`src/rtl/seq_divider.sv`:
```
// -----------------------------------------------------------------------------
// seq_divider
//   Multi-cycle unsigned restoring divider. It captures an 8-bit dividend and a
//   4-bit divisor on an accepted start and produces one quotient bit per clock.
//   It returns quotient = floor(dividend/divisor) and
//   remainder = dividend mod divisor.
//
//   Handshake (valid/ready style):
//     - start is the request and is sampled on a rising clk edge.
//     - A start is accepted whenever busy is low (IDLE or DONE state).
//     - A start seen while busy is ignored, and the operands are not captured.
//     - done pulses for one cycle when quotient/remainder/div_by_zero are valid.
//     - The results then hold until the next accepted start.
//     - A start held high during the done cycle is accepted back-to-back.
//
// Ports:
//   clk          rising-edge clock
//   rst_n        asynchronous active-low reset
//   start        division request
//   dividend     DW-bit unsigned dividend, captured on accept
//   divisor      VW-bit unsigned divisor, captured on accept
//   busy         high while quotient bits are being produced
//   done         one-cycle result-valid pulse
//   div_by_zero  set with done when the captured divisor was 0
//   quotient     DW-bit unsigned quotient (all ones on divide by zero)
//   remainder    VW-bit unsigned remainder (0 on divide by zero)
// -----------------------------------------------------------------------------
module seq_divider #(
  parameter int DW = 8,
  parameter int VW = 4
) (
  input  logic          clk,
  input  logic          rst_n,
  input  logic          start,
  input  logic [DW-1:0] dividend,
  input  logic [VW-1:0] divisor,
  output logic          busy,
  output logic          done,
  output logic          div_by_zero,
  output logic [DW-1:0] quotient,
  output logic [VW-1:0] remainder
);

  localparam int CW = $clog2(DW + 1);

  typedef enum logic [1:0] {
    IDLE = 2'd0,
    CALC = 2'd1,
    DONE = 2'd2
  } state_t;

  state_t        state_q, state_d;
  // quo_q starts out holding the dividend. Each iteration shifts the dividend
  // MSB out into the partial remainder and shifts the new quotient bit in at
  // the LSB. After DW iterations it holds only quotient bits.
  logic [DW-1:0] quo_q, quo_d;
  logic [VW:0]   prem_q, prem_d;
  logic [VW-1:0] dvs_q, dvs_d;
  logic [CW-1:0] cnt_q, cnt_d;
  logic          dbz_q, dbz_d;

  logic          accept;
  logic [VW+1:0] shifted;
  logic [VW+1:0] trial;

  // A new operation may start from IDLE or straight out of DONE.
  assign accept = start && (state_q != CALC);

  // The partial remainder is always below the divisor between iterations, so
  // prem_q[VW] is 0. The shifted value therefore fits in VW+1 bits. The extra
  // top bit of trial is the borrow, which tells us the subtraction went
  // negative.
  assign shifted = {prem_q, quo_q[DW-1]};
  assign trial   = shifted - {2'b00, dvs_q};

  always_comb begin
    state_d = state_q;
    quo_d   = quo_q;
    prem_d  = prem_q;
    dvs_d   = dvs_q;
    cnt_d   = cnt_q;
    dbz_d   = dbz_q;

    if (accept) begin
      dvs_d = divisor;
      if (divisor == '0) begin
        state_d = DONE;
        quo_d   = '1;
        prem_d  = '0;
        cnt_d   = '0;
        dbz_d   = 1'b1;
      end else begin
        state_d = CALC;
        quo_d   = dividend;
        prem_d  = '0;
        cnt_d   = CW'(DW);
        dbz_d   = 1'b0;
      end
    end else begin
      unique case (state_q)
        IDLE: begin
          state_d = IDLE;
        end
        CALC: begin
          if (trial[VW+1]) begin
            // Negative: restore, i.e. keep the shifted value, quotient bit 0.
            prem_d = shifted[VW:0];
            quo_d  = {quo_q[DW-2:0], 1'b0};
          end else begin
            prem_d = trial[VW:0];
            quo_d  = {quo_q[DW-2:0], 1'b1};
          end
          cnt_d = cnt_q - CW'(1);
          if (cnt_q == CW'(1)) begin
            state_d = DONE;
          end
        end
        DONE: begin
          state_d = IDLE;
        end
        default: begin
          state_d = IDLE;
        end
      endcase
    end
  end

  always_ff @(posedge clk or negedge rst_n) begin
    if (!rst_n) begin
      state_q <= IDLE;
      quo_q   <= '0;
      prem_q  <= '0;
      dvs_q   <= '0;
      cnt_q   <= '0;
      dbz_q   <= 1'b0;
    end else begin
      state_q <= state_d;
      quo_q   <= quo_d;
      prem_q  <= prem_d;
      dvs_q   <= dvs_d;
      cnt_q   <= cnt_d;
      dbz_q   <= dbz_d;
    end
  end

  assign busy        = (state_q == CALC);
  assign done        = (state_q == DONE);
  assign div_by_zero = dbz_q;
  assign quotient    = quo_q;
  assign remainder   = prem_q[VW-1:0];

endmodule

```
`config.mk`:
```
export PLATFORM = sky130hd
export DESIGN_NAME = seq_divider
export DESIGN_NICKNAME = d
export VERILOG_FILES = /design/src/rtl/seq_divider.sv
export SDC_FILE = /design/constraint.sdc
export NUM_CORES = 1
export LEC_CHECK = 0
export BUFFER_PORTS_ARGS = -buffer_cell sky130_fd_sc_hd__buf_2
export CAP_MARGIN = 20
export CORE_MARGIN = 2
export CORE_UTILIZATION = 45
export DETAILED_ROUTE_END_ITERATION = 10
export PLACE_DENSITY = 0.7
export SETUP_SLACK_MARGIN = 0.5
export SLEW_MARGIN = 5
export SYNTH_ARGS = -nofsm -noshare
export SYNTH_HDL_FRONTEND = slang
export SYNTH_SLANG_ARGS = --single-unit
```
`constraint.sdc`:
```
create_clock -name clk -period 2.52 [get_ports clk]
set_clock_uncertainty 0.15 [all_clocks]
set_input_delay 0.126 -clock clk [delete_from_list [all_inputs] [get_ports clk]]
set_output_delay 0.126 -clock clk [all_outputs]
set_load 0.01 [all_outputs]
```
==> impl_summary.txt, run 1 <==
----------------------------------------------------
[Outcome]
  Run status ... complete, no violations

[Global routing]
  Antenna violations before repair ... 0
  Global-route wire length before repair ... roughly 5400 um
  Pin count of the biggest net entering global routing ... 26
  Vias in the first global route ... around 1,200
  Overall global routing resource usage ... 19.9%
  Grt total ovfl ... 0

[Setup path]
  Reg2Reg Launch Point ... quotient[7]$_DFFE_PN0P_
  Crit path from ... quotient[7]$_DFFE_PN0P_
  Worst Path Buf+Inv ... 2
  Classification of the worst setup path ... flip-flop to flip-flop
  Startpoint type of the worst setup path ... flip-flop
  Worst-path fanout max ... 2
  Worst path top cell family by delay ... compound AO/OA/AOI/OAI gates
  Max stage delay on crit path ... 410 ps
  Signal arrival time at the worst endpoint ... ~2100 ps
  Critical path's slowest cell ... dfrtp_1
  Endpoint kind of the worst setup timing path ... flip-flop
  WP data required ... roughly 2600 ps
  Crit path cell chain ... inv_2 > ha_4 > inv_2 > fa_2 > a21o_1 > a21o_1 > a2111oi_4 > xnor2_1 > o21ai_2

[Drt]
  DR iter-0 viols ... 25
  Number of detailed-routing iterations run before antenna repair ... 4
  Post-route ant nets ... 0
  Per-cell via count in the routed design ... roughly 5.3
  Via total after detailed routing ... 1,182
  Total detailed-routing wirelength ... between 3000 and 4000 um
  Post-route DRC violation count ... 0
  Wire per inst ... 14.4 um

[STA]
  Number of endpoints with negative hold slack in the final report ... 0
  Smallest hold slack ... approximately 45 ps
  Tightest slew margin relative to the limit ... between 60% and 70%
  Unrepaired setup endpoints after global routing ... yes
  Max Clk Rate ... roughly 0.48 GHz
  Setup_tns ... 0 ps
  Worst Slack Setup Final ... between 400 and 500 ps
  Number of max-slew violations in the final report ... 0
  Tmin final ... ~2100 ps
  Slew at the pin with the worst max-slew slack ... ~500 ps
  Final setup fails ... 0
  Final period util ... around 80%

[Logic synthesis]
  Post-Synthesis Cell Area ... approximately 0.0014 mm^2
  Share of synthesized registers carrying an async set or reset ... 100%
  Most used flip-flop cell after synthesis ... dfrtp_1
  Cells after Synth ... ~150
  Number of unique standard cell types used by synthesis ... 35
  Sequential area share after synthesis ... between 40 and 50%
  Number of nets in the synthesized netlist ... between 150 and 200
  Synth warnings ... 0
  Seq cells post-synth ... 24
  Count of flip-flops with a built-in enable after synthesis ... 0
  Mean Syn Cell Area ... ~9.4 um^2

[Placement]
  Cell Count Post-Placement ... 203
  Placed wire-length estimate ... 2110 um
  Placed cell area ... between 0.0015 and 0.002 mm^2
  Final weighted congestion in routability-driven placement ... about 0.8
  Worst setup slack after placement ... between 300 and 400 ps
  Number of buffers inserted by port buffering ... 29

[Min path]
  Hold Crit Start ... dividend[2]
  Class of the tightest hold or removal check ... input port to flip-flop

[Floorplanning]
  Die Ht ... 59.6 um
  Site row count ... 20
  Die ar. ... between 0.003 and 0.004 mm^2
  Floorplan die width ... 59.6 um
  IO Count ... 30
  Core ar. ... 0.00300 mm^2
  Starting density of the core ... a little under half

[Layout]
  Final standard cell count with taps included and fillers excluded ... 223
  Filler Cells Inserted ... roughly 250
  Utilization of the core after routing ... between 50 and 60%
  Layout overhead on the synthesized area ... 28.8%
  Number of nets in the layout ... roughly 210
  Antenna Cells ... 0
  Fraction of layout instances using a drive strength above 1 ... 37.9%
  Post-route design area ... 0.00179 mm^2

[CTS]
  Root Driver ... clkbuf_4
  Insertion delay of the later-clocked pin in the worst-skew pair ... 310 ps
  H-Tree Depth ... 1
  Number of buffers created by CTS ... 3
  Number of clock sinks ... 24
  Clock tree from TritonCTS ... yes
  Clock Tree Buf Depth ... 2
  CTS clk-pin slew, worst paths ... 130 ps

[Run]
  MaxCap Viol Count ... 0

[Power and ir drop]
  Static leakage ... between 0.8 and 0.9 nW
  Maximum vdd drop ... ~600 uV
  Power after layout ... between 2 and 3 mW
  Pwr per Cell Area ... 1470 mW/mm^2

----------------------------------------------------
[what timing repair did]
item	CTS	global route
hold buffers	5	0
endpoints found under the setup margin	5	5
setup buffers	6	5
hold endpoints to repair	28	0
gates resized for setup	7	3
pin swaps	3	2
[final cells by class]
| class | count | area, um^2 | area share (%) |
|---|---|---|---|
| Clock buffer | 4 | 36.3 | 2.02 |
| Inverter | 8 | 30.0 | 1.67 |
| Multi-Input combinational cell | 106 | 781 | 43.5 |
| Sequential cell | 24 | 602 | 33.5 |
| Tap cell | 33 | 41.3 | 2.30 |
| Timing Repair Buffer | 48 | 304 | 16.9 |
[per-layer routing]
metal | global-route usage [%] | wire length, um
met5 | 0 | 0
met4 | 6.35 | 34
met3 | 3.06 | 148
met2 | 31.9 | 1500
met1 | 27.9 | 1530
[kinds of logic after synthesis]
family | share of synthesized area, %
buf+inv | 5.93
mux | 6.47
xor+xnor | 1.89
simple gates | 18.2
flops | 43.1
compound gates | 17.5
fa+ha+maj | 6.83
[cell usage after synthesis, types with 2 or more instances]
| master | instances | area [um^2] |
|---|---|---|
| a21o_1 | 4 | 30.0 |
| buf_4 | 4 | 30.0 |
| clkbuf_1 | 6 | 22.5 |
| dfrtp_1 | 24 | 601 |
| ha_1 | 6 | 75.1 |
| inv_1 | 8 | 30.0 |
| mux2_2 | 4 | 45.0 |
| mux2i_1 | 3 | 30.0 |
| nand2_1 | 21 | 78.8 |
| nand3b_1 | 5 | 37.5 |
| nor2_1 | 12 | 45.0 |
| nor3_1 | 2 | 10.0 |
| o21ai_0 | 22 | 110 |
| o21ai_1 | 3 | 15.0 |
| o21ai_2 | 2 | 17.5 |
| or3_1 | 2 | 12.5 |
| xnor2_1 | 2 | 17.5 |
[final timing paths]
path                       slack [ps]  cells after the start                       to
max in group asynchronous        1700                      2    prem_q[0]$_DFFE_PN0P_
min in group asynchronous         150                      2   state_q[0]$_DFFE_PN0P_
setup reg to reg                  440                      9    prem_q[4]$_DFFE_PN0P_
setup / recovery                  440                      9    prem_q[4]$_DFFE_PN0P_
hold reg to reg                   360                      1  div_by_zero$_DFFE_PN0P_
hold / removal                     50                      5  quotient[2]$_DFFE_PN0P_
[sequential cells by signal, summed over array words and instances (netlist names)]
name	flops
div_by_zero	1
state_q	2
cnt_q	4
quotient	8
dvs_q	4
prem_q	5
[tightest hold or removal path: cells and delay by family]
family	cells	cell delay [ps]
and+or+nand+nor	2	80
AOI/OAI and AO/OA	2	200
buffers and inverters	1	70
[power by group]
part / internal, mW / total (mW) / switching [mW]
Sequential: 0.576 / 0.732 / 0.156
Clock: 0.0881 / 0.202 / 0.114
Combinational: 0.851 / 1.70 / 0.846
Total: 1.52 / 2.63 / 1.12
[cell usage in the layout (no fill, tap or decap), types with 3 or more instances in the layout]
cell | synthesis | routed
mux2_2 | 4 | 4
nand2_1 | 21 | 20
inv_2 | 0 | 3
a21o_1 | 4 | 4
dlygate4sd3_1 | 0 | 5
o21ai_0 | 22 | 22
inv_1 | 8 | 5
nor2_1 | 12 | 12
clkbuf_4 | 0 | 3
dfrtp_1 | 24 | 23
o21ai_1 | 3 | 3
nand3b_1 | 5 | 5
mux2i_1 | 3 | 3
buf_4 | 4 | 13
ha_4 | 0 | 3
buf_2 | 0 | 29
(Power assumes the default switching activity.)
==> run 2: changes to the inputs <==
Clock period 2.52 ns to 2.04 ns, I/O delays scaled along.
==> run 2 against run 1 <==
The run now ends with setup timing left; highest routed layer unchanged; core utilization rose by 2.9 points; maximum frequency rose by 0.46%; global-route usage rose by 0.96 points.
==> impl_summary.txt, run 2 (same netlist as run 1, synthesis figures left out) <==
----------------------------------------------------
[Run]
  MaxCap Viol Count ... 0 (unchanged)

[CTS]
  CTS clk-pin slew, worst paths ... 130 ps (about the same)
  H-Tree Depth ... 1 (unchanged)
  Clock tree from TritonCTS ... yes
  Clock Tree Buf Depth ... 2 (unchanged)
  Insertion delay of the later-clocked pin in the worst-skew pair ... 310 ps (about the same)
  Number of clock sinks ... 24 (unchanged)
  Root Driver ... clkbuf_4
  Number of buffers created by CTS ... 3 (unchanged)

[Drt]
  Total detailed-routing wirelength ... 3320 um (+3.2%)
  Via total after detailed routing ... 1,254 (+6.1%)
  Wire per inst ... 14.4 um (about the same)
  Number of detailed-routing iterations run before antenna repair ... 4 (unchanged)
  DR iter-0 viols ... 57 (+130%)
  Per-cell via count in the routed design ... 5.45 (+2.9%)
  Post-route DRC violation count ... 0 (unchanged)
  Post-route ant nets ... 0 (unchanged)

[STA]
  Unrepaired setup endpoints after global routing ... yes
  Worst Slack Setup Final ... -25.8 ps (-471 ps)
  Number of max-slew violations in the final report ... 0 (unchanged)
  Setup_tns ... -31.5 ps (-31.5 ps)
  Tightest slew margin relative to the limit ... 64.4% (-1.6 points)
  Final period util ... 101% (+19 points)
  Tmin final ... 2070 ps (-9.49 ps)
  Number of endpoints with negative hold slack in the final report ... 0 (unchanged)
  Smallest hold slack ... 8.25 ps (-37.2 ps)
  Final setup fails ... 2 (+2)
  Max Clk Rate ... 0.484 GHz (+0.46%)
  Slew at the pin with the worst max-slew slack ... 535 ps (+23.4 ps)

[Floorplanning]
  Die Ht ... 59.6 um (unchanged)
  Die ar. ... 0.00356 mm^2 (unchanged)
  Floorplan die width ... 59.6 um (unchanged)
  Starting density of the core ... 46.4% (unchanged)
  IO Count ... 30 (unchanged)
  Site row count ... 20 (unchanged)
  Core ar. ... 0.00300 mm^2 (unchanged)

[Setup path]
  Minimum setup slack among reg-to-reg paths ... -30 ps (-470 ps)
  Cell count along the critical path ... 9 (unchanged)
  Worst path top cell family by delay ... compound AO/OA/AOI/OAI gates
  Setup crit end ... prem_q[4]$_DFFE_PN0P_
  Worst Path Buf+Inv ... 2 (unchanged)
  Critical path's slowest cell ... dfrtp_1
  Max stage delay on crit path ... 420 ps (about the same)
  Crit path from ... quotient[7]$_DFFE_PN0P_
  Endpoint of the lowest-slack register-to-register path ... prem_q[4]$_DFFE_PN0P_
  Crit path cell chain ... inv_2 > ha_4 > inv_2 > fa_2 > a21o_1 > a21o_1 > a2111oi_4 > xnor2_1 > o21ai_2
  Endpoint kind of the worst setup timing path ... flip-flop
  Worst reg2reg path depth ... 9 (unchanged)
  Reg2Reg Launch Point ... quotient[7]$_DFFE_PN0P_
  Classification of the worst setup path ... flip-flop to flip-flop
  Startpoint type of the worst setup path ... flip-flop
  WP data required ... 2110 ps (-470 ps)
  Signal arrival time at the worst endpoint ... 2130 ps (about the same)
  Worst-path fanout max ... 2 (unchanged)

[Layout]
  Commonest cells after routing, fill and taps aside ... 29 x buf_2, 24 x dfrtp_1, 20 x nand2_1, 18 x buf_4, 15 x o21ai_0
  Layout overhead on the synthesized area ... 35.0%
  Number of nets in the layout ... 220 (+3.3%)
  Filler Cells Inserted ... 237 (-6.3%)
  Flip-flop count of the largest register, all copies and words added ... 8 (unchanged)
  Antenna Cells ... 0 (unchanged)
  Fraction of layout instances using a drive strength above 1 ... 40.6% (+2.7 points)
  Post-route design area ... 0.00188 mm^2 (+4.8%)
  Most frequent standard cell in the layout excluding fill and tap cells ... buf_2

[Outcome]
  Violations in the final reports ... setup timing
  Run status ... complete, but fails checks

[Placement]
  Placed cell area ... 0.00162 mm^2 (+3.8%)
  Final weighted congestion in routability-driven placement ... 0.825 (+4.8%)
  Placed wire-length estimate ... 2240 um (+6.1%)
  Number of buffers inserted by port buffering ... 29 (unchanged)
  Worst setup slack after placement ... -10.2 ps (-360 ps)

[Global routing]
  Grt total ovfl ... 0 (unchanged)
  Overall global routing resource usage ... 20.9% (+0.96 points)
  Vias in the first global route ... 1,249 (+6.6%)
  Antenna violations before repair ... 0 (unchanged)
  Pin count of the biggest net entering global routing ... 26 (unchanged)
  Global-route wire length before repair ... 5560 um (+3.3%)

[Power and ir drop]
  Pwr per Cell Area ... 1870 mW/mm^2 (+27%)
  Static leakage ... 0.933 nW (+7.3%)
  Maximum vdd drop ... 1030 uV (+72%)

[Min path]
  Hold Crit Start ... dividend[5]
  Class of the tightest hold or removal check ... input port to flip-flop

----------------------------------------------------
==> run 2: changes by cell type in the layout (fill, tap and decap cells not counted), sizes merged <==
| cell | before | now |
|---|---|---|
| dlygate4sd3 | 5 | 4 |
| bufinv | 0 | 1 |
| dlymetal6s4s | 0 | 1 |
| buf | 43 | 50 |
| clkbuf | 4 | 3 |
==> run 2: layout make-up <==
| cell class | count | area [um^2] | share of cell area [%] |
|---|---|---|---|
| Tap cell | 33 | 41.3 | 2.20 |
| Inverter | 8 | 30.0 | 1.60 |
| Sequential cell | 24 | 601 | 31.9 |
| Clock inverter | 1 | 30.0 | 1.60 |
| Timing Repair Buffer | 55 | 375 | 20.0 |
| Multi-Input combinational cell | 106 | 781 | 41.5 |
| Clock buffer | 3 | 22.5 | 1.20 |
==> run 2: per-layer routing <==
| metal | global-route usage, % | wire length [um] |
|---|---|---|
| met1 | 26.5 | 1370 |
| met2 | 37.4 | 1750 |
| met4 | 6.67 | 49 |
| met3 | 1.97 | 148 |
| met5 | 0 | 0 |
==> run 2: how the worst min path moves through the flow <==
| stage | to | slack [ps] | cells after the start |
|---|---|---|---|
| detailed placement | prem_q[3]$_DFFE_PN0P_ | -30 | 1 |
| floorplan | cnt_q[0]$_DFFE_PN0P_ | -340 | 0 |
| global route | quotient[2]$_DFFE_PN0P_ | 50 | 5 |
| CTS | quotient[3]$_DFFE_PN0P_ | 8 | 5 |
| global placement | prem_q[3]$_DFFE_PN0P_ | -30 | 1 |
| finish | quotient[5]$_DFFE_PN0P_ | 8 | 5 |
==> run 2: report_power, final <==
group,switching [mW],internal [mW]
clock,0.146,0.199
sequential,0.178,0.710
combinational,1.10,1.18
total,1.42,2.09
==> run 2: stage by stage <==
| step | power [mW] | utilization [%] | cells |
|---|---|---|---|
| CTS | 3.37 | 59.9 | 223 |
| global placement | 2.65 | 54.1 | 211 |
| global route | 3.79 | 62.6 | 230 |
| floorplan | 2.21 | - | 148 |
| detailed placement | 2.75 | 54.1 | 211 |
| finish | 3.51 | 62.6 | 230 |
==> run 2: worst min-delay path: stages <==
cell and delay (ps):
buf_2 80, nor2_1 30, nand2_1 50, o21ai_0 70
o21ai_1 110
==> run 2: timing repair <==
action / in CTS / in global routing
setup buffers: 3 / 6
cloned: 0 / 1
endpoints found under the hold margin: 28 / 0
endpoints found under the setup margin: 8 / 16
pin swaps: 1 / 4
hold buffers: 5 / 0
resized for setup: 13 / 15
==> run 3: changes to the inputs <==
Settings changed: CORE_UTILIZATION 45 to 31, PLACE_DENSITY 0.7 to 0.52.
==> run 3 against run 2 <==
Clock power is 3% lower; die area is 42% higher; highest routed layer unchanged; cell area is 0.13% lower; combinational power is 5% lower; register-to-register slack better by 40 ps; worst setup slack better by 37 ps; hold slack better by 50 ps; the flow now finishes without violations; sequential share of layout area hardly changed; first-iteration DRC count is 42% lower; largest power group unchanged; core utilization is 19 points lower.
==> impl_summary.txt, run 3 (same netlist as run 1, synthesis figures left out) <==
----------------------------------------------------
[Drt]
  Post-route DRC violation count ... 0 (unchanged)
  Number of detailed-routing iterations run before antenna repair ... 4 (unchanged)
  DR iter-0 viols ... 33 (-42%)
  Total detailed-routing wirelength ... 3320 um (+0.15%)
  Post-route ant nets ... 0 (unchanged)
  Wire per inst ... 13.6 um (-5.6%)
  Via total after detailed routing ... 1,183 (-5.7%)
  Per-cell via count in the routed design ... 4.85 (-11%)

[Setup path]
  Endpoint of the lowest-slack register-to-register path ... prem_q[4]$_DFFE_PN0P_
  Minimum setup slack among reg-to-reg paths ... 10 ps (+40 ps)
  Classification of the worst setup path ... flip-flop to flip-flop
  Startpoint type of the worst setup path ... flip-flop
  WP data required ... 2050 ps (-60 ps)
  Worst reg2reg path depth ... 9 (unchanged)
  Signal arrival time at the worst endpoint ... 2040 ps (-90 ps)
  Endpoint kind of the worst setup timing path ... flip-flop
  Reg2Reg Launch Point ... quotient[7]$_DFFE_PN0P_
  Worst-path fanout max ... 2 (unchanged)

[Global routing]
  Overall global routing resource usage ... 13.8% (-7.1 points)
  Antenna violations before repair ... 0 (unchanged)
  Pin count of the biggest net entering global routing ... 26 (unchanged)
  Global-route wire length before repair ... 5640 um (+1.4%)
  Vias in the first global route ... 1,217 (-2.6%)
  Grt total ovfl ... 0 (unchanged)

[Floorplanning]
  Floorplan die width ... 71.0 um (+19%)
  Die ar. ... 0.00504 mm^2 (+42%)
  Core ar. ... 0.00435 mm^2 (+45%)
  Site row count ... 24 (+20%)
  Starting density of the core ... 32.0% (-14 points)
  IO Count ... 30 (unchanged)
  Die Ht ... 71.0 um (+19%)

[Layout]
  Commonest cells after routing, fill and taps aside ... 29 x buf_2, 24 x dfrtp_1, 20 x nand2_1, 19 x o21ai_0, 13 x buf_4
  Layout overhead on the synthesized area ... 34.9%
  Antenna Cells ... 0 (unchanged)
  Fraction of layout instances using a drive strength above 1 ... 39.6% (-1.0 points)
  Most frequent standard cell in the layout excluding fill and tap cells ... buf_2
  Flip-flop count of the largest register, all copies and words added ... 8 (unchanged)
  Number of nets in the layout ... 215 (-2.3%)

[STA]
  Tightest slew margin relative to the limit ... 63.7% (-0.65 points)
  Final setup fails ... 0 (-2)
  Worst Slack Setup Final ... 11.2 ps (+37.0 ps)
  Number of max-slew violations in the final report ... 0 (unchanged)
  Setup_tns ... 0 ps (+31.5 ps)
  Final period util ... 99.5% (-1.8 points)
  Number of endpoints with negative hold slack in the final report ... 0 (unchanged)
  Slew at the pin with the worst max-slew slack ... 544 ps (+9.80 ps)
  Unrepaired setup endpoints after global routing ... yes
  Max Clk Rate ... 0.493 GHz (+1.8%)
  Tmin final ... 2030 ps (-37.0 ps)

[Placement]
  Worst setup slack after placement ... -28.3 ps (-18.1 ps)
  Number of buffers inserted by port buffering ... 29 (unchanged)
  Final weighted congestion in routability-driven placement ... 0.861 (+4.3%)
  Placed wire-length estimate ... 2300 um (+2.3%)

[CTS]
  Clock Tree Buf Depth ... 2 (unchanged)
  Number of clock sinks ... 24 (unchanged)
  Clock tree from TritonCTS ... yes
  Number of buffers created by CTS ... 3 (unchanged)
  Root Driver ... clkbuf_8
  CTS clk-pin slew, worst paths ... 90 ps (-40 ps)
  H-Tree Depth ... 1 (unchanged)
  Insertion delay of the later-clocked pin in the worst-skew pair ... 270 ps (-40 ps)

[Run]
  MaxCap Viol Count ... 0 (unchanged)

[Min path]
  Worst Hold Path EP ... quotient[4]$_DFFE_PN0P_
  Cell count of the worst hold path ... 5 (unchanged)
  Hold Crit Start ... dividend[4]
  Class of the tightest hold or removal check ... input port to flip-flop

[Power and ir drop]
  Net switching power of the design ... 1.38 mW (-3.0%)
  Fraction of power consumed by the clock network ... 9.8% (about the same)
  Internal portion of total power ... 2.01 mW (-3.6%)
  Static leakage ... 0.903 nW (-3.2%)
  Power after layout ... 3.39 mW (-3.4%)
  Switching power as a share of total power ... 40.7% (+0.16 points)
  Pwr per Cell Area ... 1810 mW/mm^2 (-3.2%)
  Register share of total power ... 26.6% (+1.3 points)
  Combinational share of power ... 63.6% (-1.3 points)
  Maximum vdd drop ... 547 uV (-47%)

[Outcome]
  Run status ... complete, no violations

----------------------------------------------------
-- run 3: cell count changes in the layout (fill, tap and decap cells not counted), moves of 2 or more --
cell	change
buf_4	-5
ha_4	+2
clkbuf_4	-3
ha_1	-2
o21ai_1	-4
clkbuf_8	+4
o21ai_0	+4
-- run 3: area by class of cell --
type                    count  area [um^2]
repair buffers             50          333
fillers                   409         2480
inverters                   8         32.5
well taps                  52         65.1
multi-input cells         106          792
flip-flops and latches     24          601
clock buffers               4         55.1
-- run 3: how the worst max path moves through the flow --
stage,from,end,slack (ps),cells past startpoint
finish,quotient[7]$_DFFE_PN0P_,prem_q[4]$_DFFE_PN0P_,10,9
global route,quotient[7]$_DFFE_PN0P_,prem_q[4]$_DFFE_PN0P_,-70,9
CTS,prem_q[0]$_DFFE_PN0P_,prem_q[3]$_DFFE_PN0P_,-40,7
detailed placement,quotient[7]$_DFFE_PN0P_,prem_q[4]$_DFFE_PN0P_,-30,9
global placement,quotient[7]$_DFFE_PN0P_,prem_q[4]$_DFFE_PN0P_,7,9
floorplan,quotient[7]$_DFFE_PN0P_,prem_q[4]$_DFFE_PN0P_,-20,9
-- run 3: per-stage QoR --
| step | instance area, um^2 | utilization [%] | std cells | hold WS (ps) |
|---|---|---|---|---|
| 6_report | 1880 | 43.1 | 244 | 57.8 |
| 5_1_grt | 1880 | 43.1 | 244 | 88.1 |
| 4_1_cts | 1790 | 41.1 | 239 | 61.1 |
| 3_5_place_dp | 1640 | 37.7 | 229 | -19.0 |
| 3_3_place_gp | 1640 | 37.7 | 229 | -27.3 |
| 2_1_floorplan | 1410 | - | 148 | -344 |
-- run 3: what timing repair did --
| item | CTS | global route |
|---|---|---|
| endpoints found under the setup margin | 12 | 11 |
| buffers inserted | 1 | 4 |
| pin swaps | 2 | 4 |
| cloned | 0 | 1 |
| endpoints found under the hold margin | 28 | 0 |
| hold buffers | 5 | 0 |
| gates resized for setup | 9 | 11 |
-- run 3: power groups by stage --
stage | registers, mW | logic [mW] | clock network (mW)
6_report | 0.903 | 2.16 | 0.333
5_1_grt | 0.933 | 2.39 | 0.361
4_1_cts | 0.891 | 1.98 | 0.337
3_5_place_dp | 0.888 | 1.84 | 0
3_3_place_gp | 0.882 | 1.78 | 0
2_1_floorplan | 0.905 | 1.30 | 0
-- run 3: critical path, cell delays in order (launching register included) --
cell       delay, ps
dfrtp_1          400
inv_2             70
ha_4             130
inv_2             40
fa_2             350
a21o_1           160
a21o_1           180
a2111oi_4        210
xnor2_1          170
o21ai_2           70
-- run 3: layer usage --
| layer | vias to the layer above | part of all wire [%] | routed length [um] | track usage (%) |
|---|---|---|---|---|
| met2 | 29 | 50 | 1670 | 23.8 |
| met3 | 2 | 4.6 | 154 | 2.85 |
| li1 | 588 | - | - | - |
| met4 | 0 | 0.51 | 17 | 3.56 |
| met1 | 564 | 44 | 1480 | 17.7 |
| met5 | - | 0 | 0 | 0 |
